===== src/rtl/aes_avalon_host.sv =====
// Avalon-MM initiator that runs one AES decrypt job on the peripheral register map.
// Define AES_HOST_TIMEOUT_EN to abort after POLL_LIMIT zero DONE polls (RSP_ERR=1).
module aes_avalon_host #(
  parameter int POLL_GAP   = 4,
  parameter int POLL_LIMIT = 1024
) (
  input  logic         clk_i,
  input  logic         rst_i,
  input  logic         cmd_valid_i,
  output logic         cmd_ready_o,
  input  logic [127:0] cmd_key_i,
  input  logic [127:0] cmd_msg_i,
  output logic         rsp_valid_o,
  input  logic         rsp_ready_i,
  output logic [127:0] rsp_data_o,
  output logic         rsp_err_o,
  output logic         avm_cs_o,
  output logic         avm_read_o,
  output logic         avm_write_o,
  output logic [3:0]   avm_addr_o,
  output logic [3:0]   avm_byte_en_o,
  output logic [31:0]  avm_writedata_o,
  input  logic [31:0]  avm_readdata_i,
  input  logic         avm_waitrequest_i
);
  typedef enum logic [3:0] {
    IDLE, WR_KEY, WR_MSG, WR_START, POLL, GAP, RD_DEC, WR_CLR, RESP
  } state_e;

  state_e       state_q, state_d;
  logic [127:0] key_q, key_d, msg_q, msg_d, data_q, data_d;
  logic [1:0]   cnt_q, cnt_d;
  logic [31:0]  gap_q, gap_d;
  logic         live_q;
  logic         done;
`ifdef AES_HOST_TIMEOUT_EN
  logic [31:0]  poll_q, poll_d;
  logic         err_q, err_d;
`endif

  // Outputs are decoded from state so an async reset drops the bus at once.
  always_comb begin
    state_d         = state_q;
    key_d           = key_q;
    msg_d           = msg_q;
    data_d          = data_q;
    cnt_d           = cnt_q;
    gap_d           = gap_q;
    cmd_ready_o     = 1'b0;
    rsp_valid_o     = 1'b0;
    avm_cs_o        = 1'b0;
    avm_read_o      = 1'b0;
    avm_write_o     = 1'b0;
    avm_addr_o      = 4'd0;
    avm_writedata_o = 32'd0;
`ifdef AES_HOST_TIMEOUT_EN
    poll_d          = poll_q;
    err_d           = err_q;
`endif
    done            = ~avm_waitrequest_i;
    case (state_q)
      IDLE: begin
        cmd_ready_o = live_q;
        if (cmd_valid_i && live_q) begin
          key_d   = cmd_key_i;
          msg_d   = cmd_msg_i;
          cnt_d   = 2'd0;
          state_d = WR_KEY;
`ifdef AES_HOST_TIMEOUT_EN
          poll_d  = '0;
          err_d   = 1'b0;
`endif
        end
      end
      WR_KEY, WR_MSG: begin
        avm_cs_o        = 1'b1;
        avm_write_o     = 1'b1;
        avm_addr_o      = {1'b0, state_q == WR_MSG, cnt_q};
        // word 0 is the most significant 32 bits
        avm_writedata_o = (state_q == WR_MSG) ? msg_q[{~cnt_q, 5'd0} +: 32]
                                              : key_q[{~cnt_q, 5'd0} +: 32];
        if (done) begin
          cnt_d = cnt_q + 2'd1;
          if (cnt_q == 2'd3) state_d = (state_q == WR_MSG) ? WR_START : WR_MSG;
        end
      end
      WR_START: begin
        avm_cs_o        = 1'b1;
        avm_write_o     = 1'b1;
        avm_addr_o      = 4'd14;
        avm_writedata_o = 32'd1;
        if (done) state_d = POLL;
      end
      POLL: begin
        avm_cs_o   = 1'b1;
        avm_read_o = 1'b1;
        avm_addr_o = 4'd15;
        if (done) begin
          if (avm_readdata_i != 32'd0) begin
            cnt_d   = 2'd0;
            state_d = RD_DEC;
          end else begin
            gap_d   = '0;
            state_d = (POLL_GAP == 0) ? POLL : GAP;
`ifdef AES_HOST_TIMEOUT_EN
            poll_d  = poll_q + 32'd1;
            if (poll_q == 32'(POLL_LIMIT - 1)) begin
              data_d  = '0;
              err_d   = 1'b1;
              state_d = WR_CLR;
            end
`endif
          end
        end
      end
      GAP: begin
        gap_d = gap_q + 32'd1;
        if (gap_q == 32'(POLL_GAP - 1)) state_d = POLL;
      end
      RD_DEC: begin
        avm_cs_o   = 1'b1;
        avm_read_o = 1'b1;
        avm_addr_o = {2'b10, cnt_q};
        if (done) begin
          data_d[{cnt_q, 5'd0} +: 32] = avm_readdata_i;
          cnt_d = cnt_q + 2'd1;
          if (cnt_q == 2'd3) state_d = WR_CLR;
        end
      end
      WR_CLR: begin
        avm_cs_o    = 1'b1;
        avm_write_o = 1'b1;
        avm_addr_o  = 4'd14;
        if (done) state_d = RESP;
      end
      RESP: begin
        rsp_valid_o = 1'b1;
        if (rsp_ready_i) state_d = IDLE;
      end
      default: state_d = IDLE;
    endcase
    avm_byte_en_o = avm_cs_o ? 4'hf : 4'h0;
  end

  always_ff @(posedge clk_i or posedge rst_i) begin
    if (rst_i) begin
      state_q <= IDLE;
      key_q   <= '0;
      msg_q   <= '0;
      data_q  <= '0;
      cnt_q   <= '0;
      gap_q   <= '0;
      live_q  <= 1'b0;
    end else begin
      state_q <= state_d;
      key_q   <= key_d;
      msg_q   <= msg_d;
      data_q  <= data_d;
      cnt_q   <= cnt_d;
      gap_q   <= gap_d;
      live_q  <= 1'b1;
    end
  end

`ifdef AES_HOST_TIMEOUT_EN
  always_ff @(posedge clk_i or posedge rst_i) begin
    if (rst_i) begin
      poll_q <= '0;
      err_q  <= 1'b0;
    end else begin
      poll_q <= poll_d;
      err_q  <= err_d;
    end
  end
  assign rsp_err_o = err_q;
`else
  assign rsp_err_o = 1'b0;
`endif

  assign rsp_data_o = data_q;
endmodule


===== config.mk =====
export PLATFORM = sky130hd
export DESIGN_NAME = aes_avalon_host
export DESIGN_NICKNAME = d
export VERILOG_FILES = /design/src/rtl/aes_avalon_host.sv
export SDC_FILE = /design/constraint.sdc
export NUM_CORES = 1
export LEC_CHECK = 0
export ABC_CLOCK_PERIOD_IN_PS = 17600
export CORE_ASPECT_RATIO = 1.2
export CORE_MARGIN = 2
export CORE_UTILIZATION = 48
export DETAILED_ROUTE_END_ITERATION = 8
export PLACE_DENSITY_LB_ADDON = 0.12
export SYNTH_ARGS = -nofsm -noshare
export SYNTH_HDL_FRONTEND = slang
export SYNTH_SLANG_ARGS = --single-unit

===== constraint.sdc =====
create_clock -name clk_i -period 17.6 [get_ports clk_i]
set_input_delay 3.52 -clock clk_i [delete_from_list [all_inputs] [get_ports clk_i]]
set_output_delay 3.52 -clock clk_i [all_outputs]
set_load 0.1 [all_outputs]

# Word-level counts from Yosys, hierarchy flattened
# Cells that the tools add are included.
# Widths: inputs -> output; s select.
[word_totals] ramBits=0 romBits=0 regBits=423 latch_bits=0 memories=0
[classes] order_cmp=0 bitwise_logic=2 div=0 muxes=31 shift=4 add_sub_neg=3 multipliers=0 eq_ne=23 n_reduce_logical=16
[op_table] operator="$shiftx 128x8->32" count=2
[op_table] operator="$bwmux 128" count=1
[op_table] operator="$pmux 32 s2" count=2
[op_table] operator="$shift 32x9->128 const A" count=1
[op_table] operator="$shiftx 32x9->128" count=1
[op_table] operator="$mux 32" count=3
[op_table] operator="$mux 4" count=11
[op_table] operator="$add 32x1->32 const B" count=1
[op_table] operator="$eq 32x2->1 const B" count=1
[op_table] operator="$pmux 4 s8" count=1
[op_table] operator="$reduce_bool 32->1" count=1
[op_table] operator="$ne 2x2->1 const B" count=13
[op_table] operator="$eq 4x3->1 const B" count=4
[op_table] operator="$pmux 4 s4" count=1
[op_table] operator="$mux 2" count=5
[op_table] operator="$reduce_and 10->1" count=1
[op_table] operator="$neg 7->9" count=1
[op_table] operator="$eq 4x2->1 const B" count=2
[op_table] operator="$mux 1" count=6
[op_table] operator="$pmux 2 s3" count=1
[op_table] operator="$reduce_or 2->1" count=3
[op_table] operator="$reduce_or 6->1" count=1
[op_table] operator="$reduce_and 5->1" count=1
[op_table] operator="$eq 4x1->1 const B" count=1
[op_table] operator="13 further kinds" count=14

# Logic depth before layout (Yosys ltp)
# Gate-level depths: netlist of the first run.
[depth] depth_word=5 ltp_mapped=8

# Worst setup path after synthesis of the first run
# OpenSTA, ideal clock, no wires.
[synth_path] path_kind="flip-flop to output port" from="register state_q[0]" to="output avm_writedata_o[10]" t_arrival_ns=3.214 n_path_buf=4 stages_incl_launch_ff=9 setup_slack_ns=10.866 cell_sequence="dfrtp_1 buf_2 nor4b_1 buf_4 buf_4 buf_4 mux4_2 nand2_1 a21oi_1"
[synth_via] elab_chain_len=3 elab_cells_between_ends=6 classes_between="eq/ne (3); mux (2); reduce/logical (1)"
[synth_rtl] element="start: declaration" line_no="30" text="state_e state_q, state_d;"
[synth_rtl] element="start signal: assignment" line_no="155" text="state_q <= state_d;"
[synth_rtl] element="$eq 4x2->1 / $eq 4x1->1 (equally long branches)" line_no="61, 80"
[synth_rtl] element="$mux 32 / $reduce_or 2->1 (equally long branches)" line_no="80, 61"
[synth_rtl] element="$pmux 32 s2 *" line_no="61" text="case (state_q)"
[synth_rtl] element="end: declaration" line_no="22" text="output logic [31:0] avm_writedata_o,"
# Every way passes the cells marked *; elsewhere a longest branch is shown, timed or not.

# Final worst setup path of the first run
[layout_path] from="register state_q[1]" to="output avm_writedata_o[0]"
# The elaborated chain is that of the path after synthesis.

==> flow_metrics.env, run 1 <==
export IMPL_syn_to_final_growth_pct=33.3
export IMPL_period_share_pct=45.8
export IMPL_viasPerCell=5.55
export IMPL_dp_slack_ns=10.11
export IMPL_leakagePower_nw=10.3
export IMPL_initial_core_util_pct=48.3
export IMPL_cts_made_buffers=43
export IMPL_cp_buffers_inverters=2
export IMPL_synth_cell_types=53
export IMPL_layout_nets=2313
export IMPL_crit_chain="nor4b_2, buf_4, mux4_2, mux2_2, o21ai_0, a21oi_1, clkdlybuf4s50_1"
export IMPL_cts_sinks=423
export IMPL_io_pins=467
export IMPL_drt_iter0_drc=955
export IMPL_num_vias=14316
export IMPL_post_cts_buffers=0
export IMPL_chipHeight_microns=223
export IMPL_relSlewSlack_pct=20.5
export IMPL_hold_class="reg2reg"
export IMPL_cp_arrival_ns=4.54
export IMPL_synth_area_leader_cell="dfrtp_1"
export IMPL_rsz0062_at_grt="no"
export IMPL_setup_tns_final_ns=0
export IMPL_synth_area_top_cells="dfrtp_1 (55%), mux2_2 (15%), mux4_2 (7.5%)"
export IMPL_synth_cells=1601
export IMPL_insertion_delay_ns=0.56
export IMPL_synth_async_reset_ratio_pct=100
export IMPL_port_buffers=465
export IMPL_yosysSeqAreaShare_pct=55.4
export IMPL_grt_pass1_vias=14621
export IMPL_status="completed"
export IMPL_overflow=0
export IMPL_ir_drop_v=0.000141
export IMPL_finalHoldViolCount=0
export IMPL_syn_cell_area_sq_um=19100
export IMPL_cp_top_family="buffers and inverters"
export IMPL_grt_max_degree=211
export IMPL_setup_viol=0
export IMPL_rows=80
export IMPL_cap_viol_max_count=0
export IMPL_skew_ns=0.0158
export IMPL_synth_common_cells="dfrtp_1 (423), nand2_1 (355), mux2_2 (258)"
export IMPL_htreeDepth=2
export IMPL_p_per_area_nw_per_um2=176
export IMPL_cp_max_fo=64
export IMPL_drcViolationCount=0
export IMPL_cts_tree="yes"
export IMPL_synth_top_area_share_pct=55.4
export IMPL_synth_most_common_cell="dfrtp_1"
export IMPL_fin_crit_ns=8.06
export IMPL_syn_nets=1901
export IMPL_die_area_sq_um=41400
export IMPL_place_congestion=0.856
export IMPL_avgSynthCellArea_sq_um=11.9
export IMPL_grt_pass1_wl_microns=87900
export IMPL_coreArea_sq_um=39500
export IMPL_worstMarginPinSlew_ns=1.19
export IMPL_synth_edf_count=0
export IMPL_layout_setup_ws_ns=9.54
export IMPL_slew_violations=0
export IMPL_fmax_mhz=124
export IMPL_grt_usage_pct=28.0
export IMPL_synth_seq_cells=423
export IMPL_cpMaxStageDelayCell="clkdlybuf4s50_1"
export IMPL_antenna_found_initial=15
export IMPL_cts_root_buffer="clkbuf_16"
export IMPL_yosys_warnings=0
export IMPL_drtAntennaViolNets=0
export IMPL_postCtsHoldBufs=0
export IMPL_path_clk_slew_ns=0.07
export IMPL_cts_resized=0
export IMPL_cp_slowest_stage_delay_ns=1.22
export IMPL_cts_buffer_depth=3
export IMPL_drive_gt1_share_pct=20.7
export IMPL_drt_pass1_iter_count=5
export IMPL_crit_type="reg2out"
export IMPL_total_power_mw=4.49
export IMPL_end_kind="output port"
export IMPL_dpl_hpwl_microns=40800
export IMPL_worstSetupStartpointType="flop"
export IMPL_die_w_microns=186
export IMPL_worstPathRequired_ns=14.08
export IMPL_wl_per_cell_microns=22.4
export IMPL_wl_microns=57800
export IMPL_synth_ff_type="dfrtp_1"
report_power, final:
group	leakage [nW]	internal (mW)	switching, mW
clock	0.663	0.518	0.378
sequential	5.41	1.31	0.256
combinational	4.24	0.776	1.26
total	10.3	2.60	1.89
logic make-up (layout without fill, tap and decap cells):
| group | count (synthesis) | in the layout | synth area share [%] |
|---|---|---|---|
| multiplexers | 326 | 326 | 22.9 |
| adder cells (fa/ha/maj) | 7 | 7 | 0.458 |
| AND/OR/NAND/NOR | 475 | 475 | 11.1 |
| buffers and inverters | 129 | 567 | 3.10 |
| other | 2 | 11 | 0.0393 |
| flip-flops | 423 | 423 | 55.4 |
| XOR/XNOR | 3 | 3 | 0.137 |
| AO/OA/AOI/OAI | 236 | 236 | 6.80 |
area by class of cell:
class | count | area, sq um
well taps | 533 | 667
flip-flops and latches | 423 | 10600
multi-input cells | 1049 | 8010
clock buffers | 64 | 1250
diodes | 9 | 22.5
inverters | 16 | 67.6
fillers | 3119 | 14000
clock inverters | 7 | 88.8
repair buffers | 480 | 4790
cells in the final DEF (no fill, tap or decap), types with 5 or more instances in the layout:
master           instances
mux4_2                  64
nor4_1                  19
clkdlybuf4s50_1        465
o31ai_1                 14
ha_1                     7
clkbuf_16               43
dfrtp_1                421
nor3_1                   5
o211ai_1                11
nand2_1                351
mux2_2                 258
nor2_1                  15
inv_1                   13
buf_4                   13
o21ai_0                144
nand4_1                 13
diode_2                  9
a21oi_1                 50
nand3_1                 12
clkbuf_8                10
clkbuf_1                11
and4_1                   5
or4_1                   20
metal layers:
metal  up-vias  global-route usage [%]  part of all wire (%)
met1      7101                    34.1                    38
li1       6508                       -                     -
met4        12                    9.78                   3.4
met2       570                    47.1                    50
met5         -                       0                  0.13
met3       125                    8.49                   8.7
state kept, by name (all words and copies together) (netlist names):
name / count
gap_q: 32
rsp_data_o: 128
live_q: 1
key_q: 128
cnt_q: 2
msg_q: 128
state_q: 4
worst min-delay path: stages (launching register included):
cell	delay (ns)
dfrtp_1	0.34
nand2_1	0.04
o21ai_0	0.06
stage by stage:
stage                     hold slack, ns  cell area (sq um)  utilization, %  cells
after floorplan                    0.475              19100               -   1601
after global placement             0.462              24100            61.0   2501
after detailed placement           0.469              24100            61.0   2501
after CTS                          0.483              25500            64.4   2572
after global routing               0.501              25500            64.4   2578
final                              0.475              25500            64.5   2581
worst paths after layout:
| path | from | to | slack (ns) | depth (start not counted) |
|---|---|---|---|---|
| min reg2reg | rsp_data_o[124] | rsp_data_o[124] | 0.48 | 2 |
| min in group asynchronous | rst_i | msg_q[126] | 3.48 | 2 |
| max reg2reg | cnt_q[1] | rsp_data_o[28] | 13.71 | 5 |
| min | rsp_data_o[124] | rsp_data_o[124] | 0.48 | 2 |
| max | state_q[1] | avm_writedata_o[0] | 9.54 | 7 |
| max in group asynchronous | rst_i | key_q[15] | 12.50 | 3 |
No activity file was read; power rests on OpenSTA's default activity.
==> run 2, diff against run 1 <==
Settings changed: ABC_CLOCK_PERIOD_IN_PS 17600 to 7000, CORE_UTILIZATION 48 to 45.
Clock period 17.6 ns to 7 ns, I/O delays scaled along.
==> run 2 against run 1 <==
Sequential power is 150% higher. Hold slack better by 0.0018 ns. Largest cell class unchanged. First-iteration DRC count down 13%. Sequential cell count is the same. Non-clock buffer count up 7.
==> flow_metrics.env, run 2 (same netlist as run 1, synthesis figures left out) <==
export IMPL_cp_slowest_stage_delay_ns=1.24
export IMPL_p_per_area_nw_per_um2=442
export IMPL_cts_root_buffer="clkbuf_16"
export IMPL_status="completed"
export IMPL_hold_class="reg2reg"
export IMPL_dpl_hpwl_microns=40600
export IMPL_rows=82
export IMPL_drtAntennaViolNets=0
export IMPL_cp_buffers_inverters=2
export IMPL_drt_iter0_drc=831
export IMPL_num_vias=14286
export IMPL_final_common_cell="clkdlybuf4s50_1"
export IMPL_p_int_mw=6.61
export IMPL_end_kind="output port"
export IMPL_final_cell_mix="clkdlybuf4s50_1 (465), dfrtp_1 (421), nand2_1 (351)"
export IMPL_leakagePower_nw=10.4
export IMPL_io_pins=467
export IMPL_coreArea_sq_um=41900
export IMPL_fmax_mhz=179
export IMPL_cp_top_family="buffers and inverters"
export IMPL_syn_to_final_growth_pct=34.1
export IMPL_setup_tns_final_ns=0
export IMPL_port_buffers=465
export IMPL_htreeDepth=2
export IMPL_drt_pass1_iter_count=7
export IMPL_skew_ns=0.0224
export IMPL_finalHoldViolCount=0
export IMPL_die_w_microns=192
export IMPL_wl_per_cell_microns=22.0
export IMPL_hold_ws_ns=0.477
export IMPL_cts_resized=0
export IMPL_relSlewSlack_pct=23.0
export IMPL_drive_gt1_share_pct=21.3
export IMPL_cp_arrival_ns=4.19
export IMPL_postCtsHoldBufs=0
export IMPL_worstPathRequired_ns=5.60
export IMPL_slew_violations=0
export IMPL_crit_type="reg2out"
export IMPL_post_cts_buffers=0
export IMPL_insertion_delay_ns=0.55
export IMPL_viasPerCell=5.48
export IMPL_worstMarginPinSlew_ns=1.15
export IMPL_chipHeight_microns=230
export IMPL_cpMaxStageDelayCell="clkdlybuf4s50_1"
export IMPL_setup_viol=0
export IMPL_path_clk_slew_ns=0.06
export IMPL_pwr_share_seq_pct=34.4
export IMPL_worstSetupStartpointType="flop"
export IMPL_combinationalPowerShare_pct=45.2
export IMPL_grt_max_degree=166
export IMPL_rsz0062_at_grt="no"
export IMPL_cts_made_buffers=42
export IMPL_crit_chain="nor4b_2, buf_12, mux4_2, mux2_2, o21ai_0, a21oi_1, clkdlybuf4s50_1"
export IMPL_initial_core_util_pct=45.7
export IMPL_period_share_pct=79.8
export IMPL_cts_sinks=423
export IMPL_cap_viol_max_count=0
export IMPL_wl_microns=57300
export IMPL_netSwitchingFraction_pct=41.7
export IMPL_overflow=0
export IMPL_grt_pass1_wl_microns=87500
export IMPL_grt_usage_pct=25.9
export IMPL_fin_crit_ns=5.59
export IMPL_ir_drop_v=0.000512
export IMPL_drcViolationCount=0
export IMPL_clkPwrFrac_pct=20.5
export IMPL_layout_nets=2319
export IMPL_p_sw_mw=4.73
export IMPL_cts_tree="yes"
export IMPL_antenna_found_initial=20
export IMPL_fin_util_pct=61.3
export IMPL_die_area_sq_um=44200
export IMPL_grt_pass1_vias=14569
export IMPL_cp_max_fo=64
export IMPL_cts_buffer_depth=3
export IMPL_place_congestion=0.883
==> run 2: cell type report <==
class                      count  area (sq um)
sequential                   423         10600
multi-input combinational   1049          8010
inverter                      16          63.8
timing repair buffer         487          4860
antenna                       13          32.5
clock buffer                  63          1270
clock inverter                11           139
tap                          546           683
fill                        3415         16200
==> run 2: routing by layer <==
layer / global-route usage, % / vias up / part of all wire [%]
met5: 0 / - / 0.11
met4: 9.21 / 10 / 3.2
met3: 7.54 / 104 / 8.6
met2: 42.8 / 505 / 49
met1: 32.3 / 7124 / 39
li1: - / 6543 / -
==> run 2: power by group through the flow <==
| stage | sequential (mW) | clock (mW) | combinational, mW |
|---|---|---|---|
| floorplan | 4.24 | 0 | 3.45 |
| global placement | 3.91 | 0 | 5.04 |
| detailed placement | 3.94 | 0 | 5.14 |
| CTS | 3.90 | 2.37 | 5.16 |
| global route | 4.02 | 2.47 | 5.40 |
| finish | 3.90 | 2.32 | 5.12 |
==> run 2: worst register-to-register path, cell delays in order (launching register included) <==
cell and delay (ns):
dfrtp_1 0.75, clkinv_1 0.46, nor4_2 0.70, nand2_2 0.78, nand2_1 0.37, o21ai_0 0.11
==> run 2: path summary, 6_finish.rpt <==
kind	slack, ns	endpoint	cells after the start	from
max reg2reg	3.67	rsp_data_o[100]	5	state_q[1]
max in group asynchronous	4.07	key_q[62]	3	rst_i
min reg2reg	0.48	rsp_data_o[121]	2	rsp_data_o[121]
min	0.48	rsp_data_o[121]	2	rsp_data_o[121]
min in group asynchronous	1.39	key_q[91]	2	rst_i
max	1.41	avm_writedata_o[0]	7	state_q[1]
==> run 2: metrics by stage <==
stage | cells | cell area [sq um] | setup WS (ns) | power (mW)
finish | 2608 | 25600 | 1.41 | 11.3
global route | 2604 | 25600 | 1.21 | 11.9
CTS | 2595 | 25600 | 1.37 | 11.4
detailed placement | 2521 | 24200 | 1.96 | 9.07
global placement | 2521 | 24200 | 2.01 | 8.95
floorplan | 1601 | 19100 | -0.107 | 7.69
==> run 3, diff against run 2 <==
Settings changed: ABC_CLOCK_PERIOD_IN_PS 7000 to 4950.
Clock period 7 ns to 4.95 ns, I/O delays scaled along.
==> run 3 against run 2 <==
Worst setup slack got worse by 0.91 ns. Register-to-register slack lost 2.1 ns. Clock-buffer cell count up 5. Die area did not move. Sequential power is 39% higher. Wire length decreased by 2.5%. Sequential cell count unchanged. Total power rose by 43%. Final cell count grew 0.42%. Sequential share of layout area shrank 0.41 points. Cell area up 1.0%.
==> flow_metrics.env, run 3 (same netlist as run 1, synthesis figures left out) <==
export IMPL_fin_crit_ns=4.44
export IMPL_end_kind="output port"
export IMPL_path_clk_slew_ns=0.06
export IMPL_cap_viol_max_count=0
export IMPL_wl_microns=55900
export IMPL_coreArea_sq_um=41900
export IMPL_slew_violations=0
export IMPL_worstPathRequired_ns=3.96
export IMPL_final_area_sq_um=25900
export IMPL_post_cts_buffers=0
export IMPL_skew_ns=0.0160
export IMPL_regArea_sq_um=10600
export IMPL_final_cell_mix="clkdlybuf4s50_1 (430), dfrtp_1 (421), nand2_1 (351)"
export IMPL_final_common_cell="clkdlybuf4s50_1"
export IMPL_cts_made_buffers=44
export IMPL_period_share_pct=89.8
export IMPL_cp_max_fo=55
export IMPL_placed_area_sq_um=24400
export IMPL_cts_tree="yes"
export IMPL_grt_usage_pct=25.5
export IMPL_place_congestion=0.891
export IMPL_drive_gt1_share_pct=23.2
export IMPL_worstMarginPinSlew_ns=1.15
export IMPL_dpl_hpwl_microns=39800
export IMPL_overflow=0
export IMPL_p_per_area_nw_per_um2=627
export IMPL_cts_sinks=423
export IMPL_num_vias=14277
export IMPL_viasPerCell=5.45
export IMPL_cts_root_buffer="clkbuf_16"
export IMPL_crit_type="reg2out"
export IMPL_cp_arrival_ns=3.45
export IMPL_grt_max_degree=117
export IMPL_status="completed"
export IMPL_initial_core_util_pct=45.7
export IMPL_drt_pass1_iter_count=7
export IMPL_rows=82
export IMPL_drt_iter0_drc=763
export IMPL_antenna_found_initial=23
export IMPL_multi_input_area_sq_um=8000
export IMPL_relSlewSlack_pct=23.2
export IMPL_setup_viol=0
export IMPL_ir_drop_v=0.000712
export IMPL_leakagePower_nw=10.6
export IMPL_total_power_mw=16.2
export IMPL_layout_nets=2328
export IMPL_finalHoldViolCount=0
export IMPL_grt_pass1_vias=14677
export IMPL_drtAntennaViolNets=0
export IMPL_rsz0062_at_grt="no"
export IMPL_hold_class="reg2reg"
export IMPL_die_w_microns=192
export IMPL_postCtsHoldBufs=0
export IMPL_htreeDepth=2
export IMPL_cts_buffer_depth=3
export IMPL_fill_cells=3353
export IMPL_grt_pass1_wl_microns=86100
export IMPL_io_pins=467
export IMPL_die_area_sq_um=44200
export IMPL_port_buffers=465
export IMPL_chipHeight_microns=230
export IMPL_worstSetupStartpointType="flop"
export IMPL_wl_per_cell_microns=21.4
export IMPL_insertion_delay_ns=0.56
export IMPL_fmax_mhz=225
export IMPL_cts_resized=0
export IMPL_drcViolationCount=0
export IMPL_syn_to_final_growth_pct=35.5
## run 3: changes by cell type in the layout (fill, tap and decap cells not counted), moves of 3 or more
cell             change
buf_12              +20
buf_4               +22
clkbuf_1             +3
clkdlybuf4s50_1     -35
clkbuf_16            +3
## run 3: worst paths after layout
check	cells past startpoint	slack, ns	endpoint	from
setup reg to reg	5	1.59	rsp_data_o[86]	state_q[1]
min in group asynchronous	2	0.98	msg_q[120]	rst_i
hold reg to reg	2	0.48	rsp_data_o[49]	rsp_data_o[49]
hold / removal	2	0.48	rsp_data_o[49]	rsp_data_o[49]
max in group asynchronous	3	2.87	rsp_data_o[104]	rst_i
setup / recovery	7	0.51	avm_writedata_o[23]	state_q[1]
## run 3: per-layer routing
layer	track usage, %	share of wire, %
met2	41.5	49
met5	0	0.18
met4	9.76	3.5
met1	31.4	38
met3	8.24	9.3
## run 3: cell type report
type / instances / area share [%]
inverter: 16 / 0.246
clock inverter: 10 / 0.440
tap: 546 / 2.64
multi-input combinational: 1049 / 30.9
antenna: 13 / 0.126
timing repair buffer: 494 / 19.6
sequential: 423 / 40.9
clock buffer: 68 / 5.19
## run 3: critical path: stages, from the launching register on
cell,delay [ns]
dfrtp_1,0.77
nor4b_2,0.45
buf_12,0.36
buf_4,0.30
mux4_2,0.21
nand2_1,0.05
a21oi_1,0.43
buf_12,0.24
## run 3: stage by stage
step           hold WS (ns)  setup TNS [ns]  instances  util, %  setup WS (ns)
2_1_floorplan         0.475         -739.18       1601        -          -1.75
3_3_place_gp          0.461               0       2528     58.3           1.10
3_5_place_dp          0.469               0       2528     58.3           1.08
4_1_cts               0.483               0       2606     61.8          0.450
5_1_grt               0.498               0       2618     61.9          0.318
6_report              0.476               0       2619     61.9          0.505
## run 3: power breakdown
part	internal (mW)	switching, mW	total (mW)
combinational	2.89	4.58	7.46
clock	1.97	1.36	3.33
sequential	4.66	0.771	5.43
total	9.51	6.71	16.2
